## config.mk

```make
export PLATFORM = sky130hd
export DESIGN_NAME = mic1_exec_ctrl
export DESIGN_NICKNAME = d
export VERILOG_FILES = /design/src/rtl/mic1_ctrl_pkg.sv /design/src/rtl/edge_detection.sv /design/src/rtl/mic1_bp_match.sv /design/src/rtl/mic1_exec_ctrl.sv
export SDC_FILE = /design/constraint.sdc
export NUM_CORES = 1
export LEC_CHECK = 0
export ABC_CLOCK_PERIOD_IN_PS = 3800
export BUFFER_PORTS_ARGS = -buffer_cell sky130_fd_sc_hd__clkbuf_2
export CAP_MARGIN = 10
export CORE_MARGIN = 3
export CORE_UTILIZATION = 49
export DETAILED_ROUTE_END_ITERATION = 7
export GPL_TIMING_DRIVEN = 0
export PLACE_DENSITY = 0.8
export SKIP_CTS_REPAIR_TIMING = 1
export SLEW_MARGIN = 20
export SYNTH_ARGS = -nofsm -noshare
export SYNTH_HDL_FRONTEND = slang
export SYNTH_SLANG_ARGS = --single-unit
```

## constraint.sdc

```tcl
create_clock -name clk -period 3.8 [get_ports clk]
set_input_delay 0.57 -clock clk [delete_from_list [all_inputs] [get_ports clk]]
set_output_delay 0.57 -clock clk [all_outputs]
set_load 0.1 [all_outputs]
```

## src/rtl/mic1_ctrl_pkg.sv

```systemverilog
// Shared types and default sizes for the mic1 execution controller.
//   exec_state_t : controller state, 3-bit, encodings visible on the state port
//   DEF_*        : default parameter values used by the controller modules
package mic1_ctrl_pkg;

    localparam int DEF_ADDR_WIDTH = 32;
    localparam int DEF_STEP_WIDTH = 8;
    localparam int DEF_NUM_BP     = 2;
    localparam int DEF_CNT_WIDTH  = 32;

    typedef enum logic [2:0] {
        S_IDLE   = 3'd0,
        S_RUN    = 3'd1,
        S_STEP   = 3'd2,
        S_BREAK  = 3'd3,
        S_HALTED = 3'd4
    } exec_state_t;

endpackage

```

## src/rtl/edge_detection.sv

```systemverilog
// Rising-edge detector for a debounced button level.
//   clk, resetn : clock, async active-low reset
//   sig         : level input
//   rise        : high for the cycle in which sig is seen going 0 -> 1
module edge_detection (
    input  logic clk,
    input  logic resetn,
    input  logic sig,
    output logic rise
);

    logic prev;
    logic armed;

    // The first clock after reset only samples the level, so a button held
    // through reset release is not mistaken for a fresh press.
    always_ff @(posedge clk or negedge resetn) begin
        if (!resetn) begin
            prev  <= 1'b0;
            armed <= 1'b0;
        end else begin
            prev  <= sig;
            armed <= 1'b1;
        end
    end

    assign rise = armed & sig & ~prev;

endmodule

```

## src/rtl/mic1_bp_match.sv

```systemverilog
// PC breakpoint comparator array with lowest-index priority.
//   pc      : current macro PC
//   bp_addr : packed breakpoint addresses, entry i at [i*ADDR_WIDTH +: ADDR_WIDTH]
//   bp_en   : per-entry enable
//   match   : any enabled entry equals pc
//   hit_vec : one-hot of the lowest matching entry (0 when no match)
module mic1_bp_match
    import mic1_ctrl_pkg::*;
#(
    parameter int ADDR_WIDTH = DEF_ADDR_WIDTH,
    parameter int NUM_BP     = DEF_NUM_BP
) (
    input  logic [ADDR_WIDTH-1:0]        pc,
    input  logic [NUM_BP*ADDR_WIDTH-1:0] bp_addr,
    input  logic [NUM_BP-1:0]            bp_en,
    output logic                         match,
    output logic [NUM_BP-1:0]            hit_vec
);

    logic [NUM_BP-1:0] eq;

    for (genvar i = 0; i < NUM_BP; i++) begin : g_cmp
        assign eq[i] = bp_en[i] && (bp_addr[i*ADDR_WIDTH +: ADDR_WIDTH] == pc);
    end

    assign match   = |eq;
    // Isolate the lowest set bit (x & -x).
    assign hit_vec = eq & (~eq + NUM_BP'(1));

endmodule

```

## src/rtl/mic1_exec_ctrl.sv

```systemverilog
// Run/step/break/halt execution controller for the mic1 core.
//   clk, resetn      : clock, async active-low reset
//   btn_run/step/stop: debounced button levels (edges detected internally)
//   step_count       : macro-instructions per step (0 behaves as 1)
//   pc, instr_boundary, halt_req : core status
//   bp_addr, bp_en   : breakpoint table
//   cnt_clear        : synchronous clear of cycle_count
//   mic1_run         : core clock enable (combinational, drops in the stop cycle)
//   led_run, led_idle, state : status
//   bp_hit           : one-hot of last breakpoint hit, held until next run/step
//   step_done        : 1-cycle pulse after a step completes
//   cycle_count      : saturating count of cycles with mic1_run=1
module mic1_exec_ctrl
    import mic1_ctrl_pkg::*;
#(
    parameter int ADDR_WIDTH = DEF_ADDR_WIDTH,
    parameter int STEP_WIDTH = DEF_STEP_WIDTH,
    parameter int NUM_BP     = DEF_NUM_BP,
    parameter int CNT_WIDTH  = DEF_CNT_WIDTH
) (
    input  logic                         clk,
    input  logic                         resetn,
    input  logic                         btn_run,
    input  logic                         btn_step,
    input  logic                         btn_stop,
    input  logic [STEP_WIDTH-1:0]        step_count,
    input  logic [ADDR_WIDTH-1:0]        pc,
    input  logic                         instr_boundary,
    input  logic                         halt_req,
    input  logic [NUM_BP*ADDR_WIDTH-1:0] bp_addr,
    input  logic [NUM_BP-1:0]            bp_en,
    input  logic                         cnt_clear,
    output logic                         mic1_run,
    output logic                         led_run,
    output logic                         led_idle,
    output logic [2:0]                   state,
    output logic [NUM_BP-1:0]            bp_hit,
    output logic                         step_done,
    output logic [CNT_WIDTH-1:0]         cycle_count
);

    exec_state_t           cur, nxt;
    logic [STEP_WIDTH-1:0] step_cnt, step_cnt_nxt;
    logic                  skip, skip_nxt;
    logic [NUM_BP-1:0]     bp_hit_nxt;
    logic                  done_nxt;
    logic [CNT_WIDTH-1:0]  cnt_q;

    logic                  run_e, step_e, stop_e;
    logic                  bp_match;
    logic [NUM_BP-1:0]     hit_vec;
    logic                  active, bp_stop, step_last, stop_now;

    edge_detection u_ed_run  (.clk(clk), .resetn(resetn), .sig(btn_run),  .rise(run_e));
    edge_detection u_ed_step (.clk(clk), .resetn(resetn), .sig(btn_step), .rise(step_e));
    edge_detection u_ed_stop (.clk(clk), .resetn(resetn), .sig(btn_stop), .rise(stop_e));

    mic1_bp_match #(
        .ADDR_WIDTH(ADDR_WIDTH),
        .NUM_BP    (NUM_BP)
    ) u_bp (
        .pc     (pc),
        .bp_addr(bp_addr),
        .bp_en  (bp_en),
        .match  (bp_match),
        .hit_vec(hit_vec)
    );

    // Stop conditions are evaluated in the same cycle they appear so the core
    // gets no clock enable for the instruction that triggered them.
    assign active    = (cur == S_RUN) || (cur == S_STEP);
    assign bp_stop   = instr_boundary && bp_match && !skip;
    assign step_last = (cur == S_STEP) && instr_boundary && (step_cnt == STEP_WIDTH'(1));
    assign stop_now  = active && (halt_req || stop_e || bp_stop || step_last);

    assign mic1_run    = active && !stop_now;
    assign led_run     = active;
    assign led_idle    = (cur == S_IDLE) || (cur == S_BREAK);
    assign state       = cur;
    assign cycle_count = cnt_q;

    always_comb begin
        nxt          = cur;
        step_cnt_nxt = step_cnt;
        skip_nxt     = skip;
        bp_hit_nxt   = bp_hit;
        done_nxt     = 1'b0;
        case (cur)
            S_IDLE, S_BREAK: begin
                if (run_e) begin
                    nxt        = S_RUN;
                    skip_nxt   = (cur == S_BREAK);
                    bp_hit_nxt = '0;
                end else if (step_e) begin
                    nxt          = S_STEP;
                    step_cnt_nxt = (step_count == '0) ? STEP_WIDTH'(1) : step_count;
                    skip_nxt     = (cur == S_BREAK);
                    bp_hit_nxt   = '0;
                end
            end
            S_RUN, S_STEP: begin
                if (halt_req) begin
                    nxt = S_HALTED;
                end else if (stop_e) begin
                    nxt = S_IDLE;
                end else if (bp_stop) begin
                    nxt        = S_BREAK;
                    bp_hit_nxt = hit_vec;
                end else if (step_last) begin
                    nxt      = S_IDLE;
                    done_nxt = 1'b1;
                end else if (instr_boundary) begin
                    // First boundary after resuming consumes the skip.
                    skip_nxt = 1'b0;
                    if (cur == S_STEP)
                        step_cnt_nxt = step_cnt - STEP_WIDTH'(1);
                end
            end
            S_HALTED: nxt = S_HALTED;
            default:  nxt = S_IDLE;
        endcase
    end

    always_ff @(posedge clk or negedge resetn) begin
        if (!resetn) begin
            cur       <= S_IDLE;
            step_cnt  <= '0;
            skip      <= 1'b0;
            bp_hit    <= '0;
            step_done <= 1'b0;
        end else begin
            cur       <= nxt;
            step_cnt  <= step_cnt_nxt;
            skip      <= skip_nxt;
            bp_hit    <= bp_hit_nxt;
            step_done <= done_nxt;
        end
    end

    always_ff @(posedge clk or negedge resetn) begin
        if (!resetn)
            cnt_q <= '0;
        else if (cnt_clear)
            cnt_q <= '0;
        else if (mic1_run && !(&cnt_q))
            cnt_q <= cnt_q + CNT_WIDTH'(1);
    end

endmodule

```

==> After elaboration in Yosys (flattened, before gate mapping) <==
Index checks and enable logic that the tools add are counted.
W data, S select, Z words.
{ "word_totals": {"ff_bits": 51, "in_bits": 114, "out_inout_bits": 41} }
{ "classes": {"mux": 38, "reduce_logical": 29, "n_bitwise": 11, "n_eq_ne": 18, "addsub": 3} }
{ "op_table": {"columns": ["operator", "count"], "rows": [
  ["$mux W8", 9],
  ["$eq A32 B32 Y1", 2],
  ["$mux W32", 2],
  ["$add A32 B1 Y32 const B", 1],
  ["$reduce_and A32 Y1", 1],
  ["$mux W3", 6],
  ["$ne A2 B2 Y1 const B", 9],
  ["$pmux W8 S2", 1],
  ["$mux W1", 12],
  ["$mux W2", 5],
  ["$logic_and A1 B1 Y1", 9],
  ["$pmux W3 S3", 1],
  ["$reduce_and A9 Y1", 1],
  ["$eq A8 B1 Y1 const B", 1],
  ["$logic_not A8 Y1", 1],
  ["$sub A8 B1 Y8 const B", 1],
  ["$reduce_and A7 Y1", 1],
  ["$and A1 B1 Y1", 6],
  ["$eq A3 B2 Y1 const B", 2],
  ["$reduce_or A2 Y1", 3],
  ["$logic_or A1 B1 Y1", 5],
  ["$ne A5 B5 Y1 const B", 1],
  ["$reduce_and A5 Y1", 1],
  ["$pmux W2 S2", 1],
  ["other kinds (12)", 17]
]} }

==> Longest topological paths before layout <==
Gate-level depths: netlist of the first run.
{ "depth": {"word_depth": 13, "ltp_mapped": 12, "mapped_depth_nobuf": 10} }

==> Hierarchy <==
From an unflattened synthesis of the first run, not the netlist that was laid out.
{ "unflattened": {"cells_unflattened": 413, "area_unflattened_um2": 3629.7} }
{ "modules_own_cells": {"columns": ["module", "instances", "seq_area_each_um2", "cells_per_inst", "area_per_inst_um2"], "rows": [
  ["mic1_exec_ctrl", 1, 1176.1, 311, 2725.1],
  ["mic1_bp_match", 1, 0.0, 90, 716.9],
  ["edge_detection", 3, 50.0, 4, 62.6]
]} }

==> Worst setup path after synthesis of the first run <==
Ideal clock, no wire load.
{ "synth_path": {"path_kind": "reg2reg", "start": "reg cur[1] (netlist: state[1])", "end": "reg bp_hit[0]", "path_slack_ns": 0.376, "required_time_ns": 3.717, "path_stages_with_launch": 10, "path_buffers": 1, "setup_time_ns": 0.083, "synth_period_minus_slack_ns": 3.424, "t_arrival_ns": 3.341, "cell_sequence": "dfrtp_1 buf_2 xor2_1 nor2_1 nand3b_1 o21ai_0 nor2_1 o21ai_0 nand2_1 o21ai_0"} }
{ "synth_via": {"elab_chain_len": 4} }
{ "synth_rtl": {"columns": ["item", "line_no", "text"], "rows": [
  ["from (decl)", "mic1_exec_ctrl.sv:42", "exec_state_t cur, nxt;"],
  ["from (signal assigned)", "mic1_exec_ctrl.sv:132", "cur <= nxt;"],
  ["$eq A3 B2 Y1 (tied with other cells)", "mic1_exec_ctrl.sv:88", "case (cur)"],
  ["$reduce_or A2 Y1", "mic1_exec_ctrl.sv:88", null],
  ["$ne A3 B3 Y1 (no line) (tied with other cells)", null, null],
  ["$reduce_and A5 Y1 (no line)", null, null],
  ["to (signal assigned)", "mic1_exec_ctrl.sv:135", "bp_hit <= bp_hit_nxt;"],
  ["to (decl)", "mic1_exec_ctrl.sv:37", "output logic [NUM_BP-1:0] bp_hit,"]
]} }
Parallel ways exist; a longest one is shown, timed or not.
A chain may end at the register's enable or synchronous reset.

==> Worst setup path after layout of the first run <==
{ "layout_path": {"start": "in pc[1]", "end": "out mic1_run"} }
{ "layout_via": {"elab_chain_len": 10} }
{ "layout_rtl": {"columns": ["item", "line_no", "text"], "rows": [
  ["from (decl)", "mic1_exec_ctrl.sv:27", "input logic [ADDR_WIDTH-1:0] pc,"],
  ["$eq A32 B32 Y1", "mic1_bp_match.sv:23", "assign eq[i] = bp_en[i] && (bp_addr[i*ADDR_WIDTH +: ADDR_WIDTH] == pc);"],
  ["$logic_and A1 B1 Y1", "mic1_bp_match.sv:23", null],
  ["$reduce_or A2 Y1 *", "mic1_bp_match.sv:26", "assign match = |eq;"],
  ["$logic_and A1 B1 Y1 * (2 in series)", "mic1_exec_ctrl.sv:72", "assign bp_stop = instr_boundary && bp_match && !skip;"],
  ["$logic_or A1 B1 Y1 * (2 in series)", "mic1_exec_ctrl.sv:74", "assign stop_now = active && (halt_req || stop_e || bp_stop || step_last);"],
  ["$logic_and A1 B1 Y1 *", "mic1_exec_ctrl.sv:74", null],
  ["$logic_not A1 Y1 *", "mic1_exec_ctrl.sv:76", "assign mic1_run = active && !stop_now;"],
  ["$logic_and A1 B1 Y1 *", "mic1_exec_ctrl.sv:76", null],
  ["to (decl)", "mic1_exec_ctrl.sv:33", "output logic mic1_run,"]
]} }
Mark *: on every way between the ends. The rest lies on a longest branch, timed or not.

==> results of run 1 <==
routing by layer:
metal  global-route usage [%]  wire (um)  vias to the layer above
li1                         -          -                     1903
met1                     33.2       4700                     1881
met2                     44.3       5540                      163
met3                     4.99        836                       23
met4                     6.96        181                        0
met5                        0          0                        -
synthesized netlist by cell type (10+ instances only):
master	n	share of area (%)
xnor2_1	65	15
dfrtp_1	51	34
nor2_1	45	4.5
nand2_1	38	3.8
nand4_1	30	5.0
a21oi_1	20	2.7
o21ai_0	19	2.6
nand3_1	15	2.0
xor2_1	13	3.1
nor3_1	12	1.6
nor4_1	11	1.8
inv_1	10	1.0
sequential cells by signal, indices dropped and copies added (netlist names), 2 cells and up:
register     count
bp_hit           2
cycle_count     32
step_cnt         8
state            3
cell type report:
type / count / share of cell area, %
Multi-Input combinational cell: 362 / 50.0
Sequential cell: 51 / 27.1
Tap cell: 99 / 2.63
Clock inverter: 3 / 0.425
Timing Repair Buffer: 154 / 16.4
Buffer: 13 / 1.19
Inverter: 10 / 0.797
Clock buffer: 5 / 1.46
cells by family after synthesis:
family                   count (synthesis)
buffers and inverters                   23
other                                    1
XOR/XNOR                                78
AO/OA/AOI/OAI                           63
multiplexers                             8
adder cells (fa/ha/maj)                  3
flip-flops                              51
AND/OR/NAND/NOR                        209
layout by cell type (no fill, tap or decap), drive strengths merged, types with 2 or more instances in the layout:
master	Yosys	routed
nand4	30	30
nand4b	3	3
o211a	4	4
o21ai	19	19
a21oi	20	20
a31o	3	3
o2bb2ai	3	3
nor2b	9	9
xor2	13	13
nand3	15	15
clkinvlp	0	2
nand3b	3	3
a31oi	3	3
xnor2	65	65
nor4b	6	6
o22a	2	2
mux2	6	6
nand2	38	38
nor4	11	11
nor3	12	12
buf	6	6
nor2	45	45
or4	8	8
ha	3	3
clkbuf	7	166
or3	6	6
nand2b	3	3
inv	10	10
mux2i	2	2
and4	7	7
dfrtp	51	51
and3	7	7
power by group through the flow:
| stage | Sequential [uW] | Clock, uW | Combinational [uW] |
|---|---|---|---|
| 2_1_floorplan | 796 | 0 | 621 |
| 3_3_place_gp | 675 | 0 | 977 |
| 3_5_place_dp | 678 | 0 | 999 |
| 4_1_cts | 667 | 328 | 1000 |
| 5_1_grt | 679 | 347 | 1100 |
| 6_report | 669 | 318 | 1010 |
through the flow:
step	setup slack, ps	cells	hold WS, ps	instance area [um2]	total power (uW)
floorplan	376	436	274	3730	1420
global placement	282	689	476	4620	1650
detailed placement	253	689	478	4620	1680
CTS	253	697	344	4710	2000
global route	115	697	363	4710	2120
finish	234	697	308	4710	2000
final timing paths:
check / end / cells past startpoint
min in group clk: u_ed_run.prev / 1
hold reg to reg: bp_hit[1] / 2
setup / recovery: mic1_run / 9
setup reg to reg: cycle_count[25] / 11
max in group asynchronous: cycle_count[15] / 1
hold / removal: step_cnt[7] / 1
worst max-delay path: cells and delay by family:
family / cells / cell delay [ps]
AO/OA/AOI/OAI: 1 / 350
XOR/XNOR: 1 / 290
buffers and inverters: 3 / 550
AND/OR/NAND/NOR: 4 / 1230
==> qor.txt, run 1 <==
Outcome - complete, no violations
Psw - 975 uW
Initial Util - 50.8%
Worst EP required - 3230 ps
Worst-Skew Late Latency - 310 ps
Pint - 1030 uW
I/O Pins - 155
Sequential share of power - 33.4%
Fmax - 0.280 GHz
Measured slew at the worst slew-check pin - 790 ps
Primary FF master, synth - dfrtp_1
GRT Util Overall - 25.8%
Pins over their slew limit - 0
Die Height - 93.2 um
Synthesized-area fraction occupied by and/or/nand/nor cells - 30.7%
Antenna Violating Nets Remaining - 0
First DRT Iteration DRCs - 199
Drc violations - 0
CP startpoint kind - input port
Worst slew margin - 46.8%
Synth cell types - 49
EDFF count, synth - 0
Core Area - 0.00733 mm2
Hold Crit Class - input port to async pin
Fillers - 648
TritonCTS Sinks - 51
Leakage - 0.00214 uW
Fin crit share - 93.8%
Power share of the clock group - 15.9%
Clk_skew - 10.0 ps
Rows - 31
DR WL/cell - 16.2 um
DRT Wirelength - 11300 um
NumNets Final - 714
Vias per inst - 5.70
Clk buf depth - 2
Final Critical Period - 3570 ps
GPL Wtd Cong - 0.923
Largest net degree at the start of global routing - 52
Initial antenna violation count - 0
R2R Path Start - state[0]
Fin Setup TNS - 0 ps
Total grt overflow - 0
PortBufs - 154
Cell Area, Synth - 0.00373 mm2
Flop-to-flop setup slack - 830 ps
Mean Syn Cell Area - 8.55 um2
Multiplexer share of the synthesized area - 2.35%
Adder-Cell Fraction of Synth Area - 1.01%
Multi-input logic area - 0.00236 mm2
Clk pin slew, worst setup/hold paths - 100 ps
Crit path DAT - 3000 ps
CTS tree - done
Area added between synthesis and finish - 26.5%
FF+latch count, synth - 51
Sequential-to-total area share from yosys stat - 34.3%
Reg area - 0.00128 mm2
Crit-path max FO - 8
DIE WIDTH - 93.2 um
CTS HTree Levels - 2
Utilization after layout - 64.3%
Max incr delay on CP - 510 ps
Max capacitance violation total - 0
Xor/xnor share of the synthesized area - 18.3%
Final hold violations - 0
DRT Pass-1 Iters - 5
Synth Area in Compound Gates - 10.7%
Share of cells above drive strength 1 - 30.3%
Vias after detailed routing - 3970
# diodes - 0
Fraction of registers with async set/reset - 100%
RSZ-0062 raised after global routing - no
Kind of critical path - input port to output port
Combinational Power Share - 50.6%
Crit path max-delay cell type - or4_1
Crit path from - pc[1]
Total CTS buffers - 5
Sw frac - 48.7%
Cells after Synth - 436
Syn Nets - 553
Critical Path Most Common Cell - clkbuf_2
Worst path cell trace - clkbuf_2 > xnor2_1 > nand4_1 > or4_1 > nor3_1 > o211ai_1 > nand3_1 > inv_1 > clkbuf_2
DIE AREA - 0.00869 mm2
YS warnings - 0
Post-DP HPWL - 9140 um
Power Dens Cells - 424 mW/mm2
Root buf cell - clkbuf_8
Setup crit end kind - output port
Largest family of logic cells by synthesized area - simple AND/OR/NAND/NOR gates
First-pass GRT wire length - 18100 um
Vias in the first global route - 3814
Final setup fails - 0
Worst ir drop on vdd - 0.215 mV
Power figures use the tool's default switching activity.
==> run 2: changes to the inputs <==
--- a/config.mk
+++ b/config.mk
@@ -12,9 +12,10 @@
 export CORE_UTILIZATION = 49
 export DETAILED_ROUTE_END_ITERATION = 7
 export GPL_TIMING_DRIVEN = 0
-export PLACE_DENSITY = 0.8
+export PLACE_DENSITY = 0.81
 export SKIP_CTS_REPAIR_TIMING = 1
 export SLEW_MARGIN = 20
 export SYNTH_ARGS = -nofsm -noshare
 export SYNTH_HDL_FRONTEND = slang
+export SYNTH_HIERARCHICAL = 1
 export SYNTH_SLANG_ARGS = --single-unit
==> run 2 against run 1 <==
  * Power decreased by 33%
  * Synthesized cell count decreased by 5.3%
  * Routed wire length decreased by 11%
  * Die area decreased by 2.4%
  * First-iteration DRC count increased by 3.5%
  * Utilization increased by 2.4 points
  * Worst setup slack improved by 160 ps
  * Largest cell class unchanged
  * Largest power group is now registers
==> qor.txt, run 2 <==
Max capacitance violation total - 0 (unchanged)
Die Height - 92.1 um (-1.2%)
PortBufs - 153 (-0.65%)
Max reg flops - 32 (unchanged)
Worst ir drop on vdd - 0.168 mV (-22%)
Vias per inst - 5.45 (-4.2%)
Worst EP required - 3230 ps (about the same)
Crit path DAT - 2840 ps (-160 ps)
Initial Util - 52.0% (+1.2 points)
Pins over their slew limit - 0 (unchanged)
Final setup fails - 0 (unchanged)
Post-route cell area - 0.00465 mm2 (-1.3%)
Synth cell types - 52 (+6.1%)
DIE AREA - 0.00848 mm2 (-2.4%)
DRT Wirelength - 10000 um (-11%)
Outcome - complete, no violations
GRT Util Overall - 24.0% (-1.8 points)
GPL Wtd Cong - 0.913 (-1.0%)
Fraction of registers with async set/reset - 100% (unchanged)
Worst slew margin - 51.6% (+4.7 points)
Commonest cells after routing, fill and taps aside - clkbuf_2, nor2_1, xnor2_1
CTS HTree Levels - 2 (unchanged)
Leading area contributor after synthesis - dfrtp_1
Core Area - 0.00698 mm2 (-4.8%)
TritonCTS Sinks - 53 (+3.9%)
Clk_skew - 9.99 ps (-0.0444 ps)
Utilization after layout - 66.6% (+2.4 points)
Commonest non-fill, non-tap cell in the layout - clkbuf_2
Fin Hold WS - 327 ps (+18.6 ps)
Clk buf depth - 2 (unchanged)
Share of cells above drive strength 1 - 31.1% (+0.80 points)
Post-DP HPWL - 8260 um (-9.6%)
Reg2Reg Depth - 9 (-2)
YS warnings - 6 (+6)
Primary FF master, synth - dfrtp_1
Fin Setup TNS - 0 ps (unchanged)
Vias after detailed routing - 3649 (-8.1%)
I/O Pins - 155 (unchanged)
Total grt overflow - 0 (unchanged)
Syn Nets - 530 (-4.2%)
DRT Pass-1 Iters - 5 (unchanged)
Power Dens Cells - 287 mW/mm2 (-32%)
First-pass GRT wire length - 16600 um (-8.5%)
Measured slew at the worst slew-check pin - 726 ps (-63.9 ps)
Antenna Violating Nets Remaining - 0 (unchanged)
Sequential-to-total area share from yosys stat - 36.5% (+2.3 points)
Cell Area, Synth - 0.00363 mm2 (-2.6%)
CP startpoint kind - input port
Final Critical Period - 3410 ps (-158 ps)
Clk pin slew, worst setup/hold paths - 90 ps (about the same)
Final hold violations - 0 (unchanged)
Worst Setup Slack, final - 393 ps (+158 ps)
Drc violations - 0 (unchanged)
Cells after Synth - 413 (-5.3%)
Setup crit end kind - output port
Initial antenna violation count - 0 (unchanged)
Worst-Skew Late Latency - 310 ps (about the same)
First DRT Iteration DRCs - 206 (+3.5%)
# diodes - 0 (unchanged)
Top post-synthesis cells by count - nor2_1, xnor2_1, dfrtp_1
DIE WIDTH - 92.1 um (-1.2%)
Hold Crit Class - input port to async pin
DR WL/cell - 15.0 um (-7.4%)
Rows - 30 (-3.2%)
Area added between synthesis and finish - 28.2%
Total CTS buffers - 5 (unchanged)
Fin crit share - 89.7% (-4.2 points)
Synth top area share - 36.5% (+2.3 points)
Placed cell area - 0.00452 mm2 (-2.3%)
Largest net degree at the start of global routing - 54 (+3.8%)
NumNets Final - 689 (-3.5%)
Vias in the first global route - 3681 (-3.5%)
Top area cells in the synthesized netlist - dfrtp_1, xnor2_1, xor2_1
EDFF count, synth - 0 (unchanged)
RSZ-0062 raised after global routing - no
Crit-path max FO - 13 (+5)
Kind of critical path - input port to output port
Mean Syn Cell Area - 8.79 um2 (+2.8%)
Root buf cell - clkbuf_8
CTS tree - done
Fmax - 0.293 GHz (+4.6%)
FF+latch count, synth - 53 (+3.9%)
Leakage - 0.00216 uW (+0.92%)
Dpl ws - 131 ps (-122 ps)
[run 2: worst max-delay path: stages]
cell and delay [ps]:
clkbuf_2 100, xor2_1 140, nor4_1 370, nand4_1 180, nor3_2 250, nand2b_1 170
and3b_1 280, nor4_4 80, nand2_2 240, inv_1 70, clkbuf_2 370
[run 2: final cells by class]
| cell class | instances | area (um2) |
|---|---|---|
| tap | 96 | 120 |
| clock buffer | 5 | 68.8 |
| fill | 608 | 2330 |
| inverter | 11 | 41.3 |
| buffer | 13 | 77.6 |
| timing repair buffer | 153 | 768 |
| sequential | 53 | 1330 |
| multi-input combinational | 335 | 2180 |
| clock inverter | 3 | 68.8 |
[run 2: final timing paths]
kind	endpoint	start	slack, ps
max	mic1_run	pc[30]	390
max in group asynchronous	state[1]	resetn	2990
min in group clk	u_ed_run/prev	btn_run	390
min	step_cnt[4]	resetn	330
max reg2reg	step_cnt[3]	step_cnt[1]	1320
min reg2reg	bp_hit[0]	bp_hit[0]	510
[run 2: per-stage QoR]
step           cells  total power, uW
2_1_floorplan    413              766
4_1_cts          670             1350
6_report         669             1330
3_3_place_gp     662              876
3_5_place_dp     662              887
5_1_grt          669             1400
[run 2: kinds of logic after synthesis]
family / Yosys count / share of synthesized area, %
AND/OR/NAND/NOR: 191 / 27.7
XOR/XNOR: 94 / 22.9
flip-flops: 53 / 36.5
AO/OA/AOI/OAI: 42 / 7.58
buffers and inverters: 25 / 3.38
adder cells (fa/ha/maj): 3 / 1.03
other: 3 / 0.310
multiplexers: 2 / 0.586
[run 2: layer usage]
metal | global-route usage (%) | up-vias | share of wire, %
met3 | 5.09 | 17 | 7.0
met4 | 8.17 | 0 | 2.0
li1 | - | 1758 | -
met1 | 27.5 | 1705 | 39
met5 | 0 | - | 0
met2 | 43.9 | 169 | 52
[run 2: power breakdown]
group / internal, uW / total [uW] / leakage, uW / switching [uW]
Combinational: 120 / 277 / 0.00138 / 158
Sequential: 582 / 597 / 0.000711 / 15.1
Clock: 265 / 460 / 0.0000687 / 194
